File: src/rtl/julia_pixel_scanner.sv
// Walks a Julia-set frame pixel by pixel: hands each pixel's coordinates to the
// iteration engine, waits for its colour, and writes the colour to the frame buffer.
module julia_pixel_scanner #(
  parameter int H_RES  = 320,
  parameter int V_RES  = 240,
  parameter int ADDR_W = 17
) (
  input  logic                clk,
  input  logic                rst,
  input  logic                start,
  input  logic signed [31:0]  x_min,
  input  logic signed [31:0]  y_max,
  input  logic signed [31:0]  dx,
  input  logic signed [31:0]  dy,
  output logic                calc_enable,
  output logic signed [31:0]  calc_x0,
  output logic signed [31:0]  calc_y0,
  input  logic                calc_end,
  input  logic [15:0]         calc_color,
  output logic                wr_en,
  output logic [ADDR_W-1:0]   wr_addr,
  output logic [15:0]         wr_data,
  input  logic                wr_ready,
  output logic                busy,
  output logic                frame_done
);

  localparam int COL_W = (H_RES > 1) ? $clog2(H_RES) : 1;
  localparam int ROW_W = (V_RES > 1) ? $clog2(V_RES) : 1;

  typedef enum logic [2:0] {IDLE, SETUP, RUN, WRITE, DONE} state_t;

  state_t             state;
  logic signed [31:0] x_min_q, dx_q, dy_q;
  logic [COL_W-1:0]   col;
  logic [ROW_W-1:0]   row;
  logic               mask;
  logic               last_col, last_pix;

  assign last_col = (col == COL_W'(H_RES - 1));
  assign last_pix = last_col && (row == ROW_W'(V_RES - 1));

  always_ff @(posedge clk or posedge rst) begin
    if (rst) begin
      state       <= IDLE;
      x_min_q     <= '0;
      dx_q        <= '0;
      dy_q        <= '0;
      col         <= '0;
      row         <= '0;
      mask        <= 1'b0;
      calc_enable <= 1'b0;
      calc_x0     <= '0;
      calc_y0     <= '0;
      wr_en       <= 1'b0;
      wr_addr     <= '0;
      wr_data     <= '0;
      busy        <= 1'b0;
      frame_done  <= 1'b0;
    end else begin
      case (state)
        IDLE: begin
          busy       <= 1'b0;
          frame_done <= 1'b0;
          if (start) begin
            x_min_q <= x_min;
            dx_q    <= dx;
            dy_q    <= dy;
            calc_x0 <= x_min;
            calc_y0 <= y_max;
            col     <= '0;
            row     <= '0;
            wr_addr <= '0;
            busy    <= 1'b1;
            state   <= SETUP;
          end
        end
        SETUP: begin
          calc_enable <= 1'b1;
          mask        <= 1'b1;
          state       <= RUN;
        end
        RUN: begin
          // The engine's done flag may still be high from the previous pixel.
          if (mask) begin
            mask <= 1'b0;
          end else if (calc_end) begin
            wr_data     <= calc_color;
            calc_enable <= 1'b0;
            wr_en       <= 1'b1;
            state       <= WRITE;
          end
        end
        WRITE: begin
          if (wr_ready) begin
            wr_en <= 1'b0;
            if (last_pix) begin
              frame_done <= 1'b1;
              state      <= DONE;
            end else begin
              wr_addr <= wr_addr + 1'b1;
              if (last_col) begin
                col     <= '0;
                row     <= row + 1'b1;
                calc_x0 <= x_min_q;
                calc_y0 <= calc_y0 - dy_q;
              end else begin
                col     <= col + 1'b1;
                calc_x0 <= calc_x0 + dx_q;
              end
              state <= SETUP;
            end
          end
        end
        DONE: begin
          frame_done <= 1'b0;
          busy       <= 1'b0;
          state      <= IDLE;
        end
        default: state <= IDLE;
      endcase
    end
  end

endmodule

File: config.mk
export PLATFORM = sky130hd
export DESIGN_NAME = julia_pixel_scanner
export DESIGN_NICKNAME = d
export VERILOG_FILES = /design/src/rtl/julia_pixel_scanner.sv
export SDC_FILE = /design/constraint.sdc
export NUM_CORES = 1
export LEC_CHECK = 0
export BUFFER_PORTS_ARGS = -buffer_cell sky130_fd_sc_hd__buf_4
export CAP_MARGIN = 20
export CORE_MARGIN = 4
export CORE_UTILIZATION = 50
export DETAILED_ROUTE_END_ITERATION = 7
export PLACE_DENSITY = 0.71
export SLEW_MARGIN = 30
export SYNTH_ARGS = -nofsm -noshare
export SYNTH_HDL_FRONTEND = slang
export SYNTH_SLANG_ARGS = --single-unit
File: constraint.sdc
create_clock -name clk -period 13.8 [get_ports clk]
set_input_delay 1.38 -clock clk [delete_from_list [all_inputs] [get_ports clk]]
set_output_delay 1.38 -clock clk [all_outputs]
set_load 0.01 [all_outputs]
==> out/qor.yml <==
drv_cap: 0
critical_path_class: "reg2reg"
worstMarginPinSlew_ns: 0.877
setup_ws_ns: 10.31
multi_input_area_um2: 6300
post_dp_cell_area_um2: 14300
syn_area_per_cell_um2: 8.59
hold_start: "x_min_q[30]$_DFFE_PP0P_"
cts_buffers: 25
fmax_mhz: 287
finish.instance_area_um2: 15100
die_area_um2: 26900
fp-row-count: 56
cts_buffer_depth: 3
cp-startpoint: "col[0]$_DFFE_PP0P_"
post-route-min-period_ns: 3.49
ys_warn_count: 0
place_worst_setup_slack_ns: 10.36
antenna_found_initial: 1
postSynthCellCount: 1414
reg2reg_slack_ns: 10.31
drv_slew: 0
tns_ns: 0
yosysSeqAreaShare: 0.449
cp_data_required_time_ns: 14.21
syn_to_final_growth_pct: 24.3
vias: 10800
seq_area_um2: 5460
slowest_stage: "buf_4"
p_leak_uw: 0.00737
crit_path_cell_trace: "ha_1 -> nand3_1 -> nor3_2 -> nand3b_2 -> nor3_2 -> o22ai_1 -> nand2b_2 -> buf_4 -> nor2_1 -> a32o_1"
setup-violations-final: 0
die-width_um: 164
clock_sinks: 218
yosysUniqueCellTypes: 69
wl_met1_um: 14700
async_flop_share: 1.00
finalHoldViolCount: 0
ys_ff_latch: 218
cp_max_fo: 69
drtAntennaViolNets: 0
grt_pass1_wl_um: 53900
via_per_inst: 5.50
p_per_area_nw_per_um2: 259
slew_headroom: 0.413
wirelength_um: 32900
numPortBuffers: 249
pin_count: 250
cts_setup_buffers: 0
regToRegStartpoint: "col[0]$_DFFE_PP0P_"
routed-wl-met3_um: 2030
hold_class: "reg2reg"
grt_usage: 0.243
grt_setup_unrepaired: "no"
synth_edf_count: 0
startpoint_type: "register"
cp_slowest_stage_delay_ns: 0.55
htreeDepth: 1
finalNetCount: 1849
dr_wl_met2_um: 15400
drive_gt1_frac: 0.208
fill_cells: 2097
syn_nets: 1630
cts_tree: "done"
cts.clk_slew.worst_paths_ns: 0.06
wl_per_cell_um: 16.7
grt-ovfl-total: 0
routabilityCongestion: 0.875
topRoutingLayerUsed: "met4"
clock-root-buffer: "clkbuf_16"
grt_max_degree: 144
grt_pass1_vias: 10900
fin_crit_sh: 0.253
cp_common_cell: "nor3_2"
drc: 0
die_h_um: 164
synth_ff_type: "dfrtp_1"
clk_latency_ns: 0.52
fin_util: 0.638
endpoint_kind: "register"
peakVddDrop_mv: 0.177
crit_arrival_ns: 3.90
cts.hold.buffers_added: 0
start_util: 0.513
drt_first_pass_iters: 5
hpwl_um: 23000
first_iter_violations: 686
post_cts_resized: 0
core_area_um2: 23700
status: "completed"
finalClockSkew_ns: 0.00899
synth_area_um2: 12200
[flip-flops by register name, summed over array words and instances (netlist names)]
register	count
x_min_q	32
mask	1
dx_q	32
calc_x0	32
calc_enable	1
state	3
busy	1
col	9
wr_data	16
wr_en	1
dy_q	32
calc_y0	32
row	8
wr_addr	17
frame_done	1
[layout by cell type, fill, tap and decap left out, types with 4 or more instances in the layout]
cell type / netlist / routed
a211oi_1: 11 / 11
a21boi_0: 4 / 4
a21o_1: 32 / 32
a21oi_1: 99 / 99
a221o_1: 4 / 4
a31oi_1: 10 / 10
and3_1: 18 / 18
buf_4: 0 / 257
clkbuf_1: 59 / 4
clkbuf_16: 0 / 25
clkbuf_8: 0 / 7
clkinv_2: 0 / 8
dfrtp_1: 218 / 218
ha_1: 65 / 65
inv_1: 41 / 40
mux2_2: 18 / 18
nand2_1: 356 / 355
nand2b_1: 11 / 10
nand3_1: 30 / 30
nand4_1: 6 / 6
nor2_1: 85 / 85
nor2b_1: 8 / 8
nor3_1: 10 / 9
o211ai_1: 17 / 17
o21a_1: 5 / 5
o21ai_0: 135 / 135
o21ai_1: 6 / 6
o21bai_1: 5 / 5
o22ai_1: 20 / 20
o31ai_1: 5 / 5
or3_1: 5 / 5
xnor2_1: 29 / 29
xor2_1: 38 / 38
[cell usage after synthesis (3+ instances only)]
cell type	number	area, µm²
o21ai_0	135	676
clkbuf_1	59	221
xor2_1	38	333
nor2_1	85	319
a21o_1	32	240
or3_1	5	31.3
or2_2	3	18.8
nand2b_1	11	68.8
inv_1	41	154
and2_1	4	25.0
o22ai_1	20	125
and3_1	18	113
a21boi_0	4	30.0
nor3_1	10	50.1
nand4_1	6	37.5
buf_1	5	18.8
nand3_1	30	150
a221o_1	4	40.0
o211ai_1	17	128
nor2b_1	8	50.1
xnor2_1	29	254
a221oi_1	3	26.3
o21ai_1	6	30.0
buf_2	3	15.0
dfrtp_1	218	5460
o21a_1	5	37.5
o31ai_1	5	37.5
a211oi_1	11	82.6
nand2_1	356	1340
a31oi_1	10	62.6
ha_1	65	813
a21oi_1	99	495
mux2_2	18	203
o21bai_1	5	37.5
[cell type report]
class | instances | area share
flip-flops and latches | 218 | 0.361
inverters | 41 | 0.0110
multi-input cells | 1087 | 0.417
repair buffers | 260 | 0.130
clock buffers | 36 | 0.0488
diodes | 2 | 0.000331
clock inverters | 9 | 0.00464
well taps | 319 | 0.0264
[critical path, delay by kind of cell, from the launching register on]
family / cells / cell delay (ns)
AO/OA/AOI/OAI: 2 / 0.51
adder cells (fa/ha/maj): 1 / 0.20
buffers and inverters: 1 / 0.55
flip-flops: 1 / 0.38
AND/OR/NAND/NOR: 6 / 1.73
[cells by family (layout without fill, tap and decap cells)]
kind of cell	after synthesis	in the layout	synth area share
flip-flops	218	218	0.449
multiplexers	19	19	0.0175
adder cells (fa/ha/maj)	67	67	0.0702
AO/OA/AOI/OAI	381	381	0.188
buffers and inverters	109	346	0.0341
other	0	2	0
XOR/XNOR	67	67	0.0483
AND/OR/NAND/NOR	553	553	0.193
[per-stage QoR]
| stage | std cells | total power [µW] | hold WS (ns) |
|---|---|---|---|
| 3_3_place_gp | 1925 | 3200 | 0.450 |
| 2_1_floorplan | 1414 | 2620 | 0.437 |
| 4_1_cts | 1970 | 3930 | 0.469 |
| 6_report | 1972 | 3910 | 0.468 |
| 5_1_grt | 1971 | 4250 | 0.495 |
| 3_5_place_dp | 1925 | 3250 | 0.454 |
[per-layer routing]
metal  vias to the layer above  track usage
li1                       5322            -
met1                      5197        0.330
met2                       277        0.396
met3                        51       0.0517
met4                         0       0.0644
met5                         -            0
[power by group]
| group | internal [µW] | leakage (µW) | total [µW] | switching [µW] |
|---|---|---|---|---|
| combinational | 940 | 0.00429 | 2160 | 1220 |
| clock | 387 | 0.000409 | 651 | 264 |
| sequential | 907 | 0.00267 | 1100 | 192 |
[worst paths after layout]
| kind | endpoint | cells past startpoint |
|---|---|---|
| worst max-delay path | col[6]$_DFFE_PP0P_ | 10 |
| worst min-delay path | x_min_q[30]$_DFFE_PP0P_ | 2 |
| worst max register to register | col[6]$_DFFE_PP0P_ | 10 |
| worst min register to register | x_min_q[30]$_DFFE_PP0P_ | 2 |
| max in group asynchronous | x_min_q[1]$_DFFE_PP0P_ | 3 |
| min in group asynchronous | dy_q[30]$_DFFE_PP0P_ | 2 |
No activity file was read; power rests on OpenSTA's default activity.
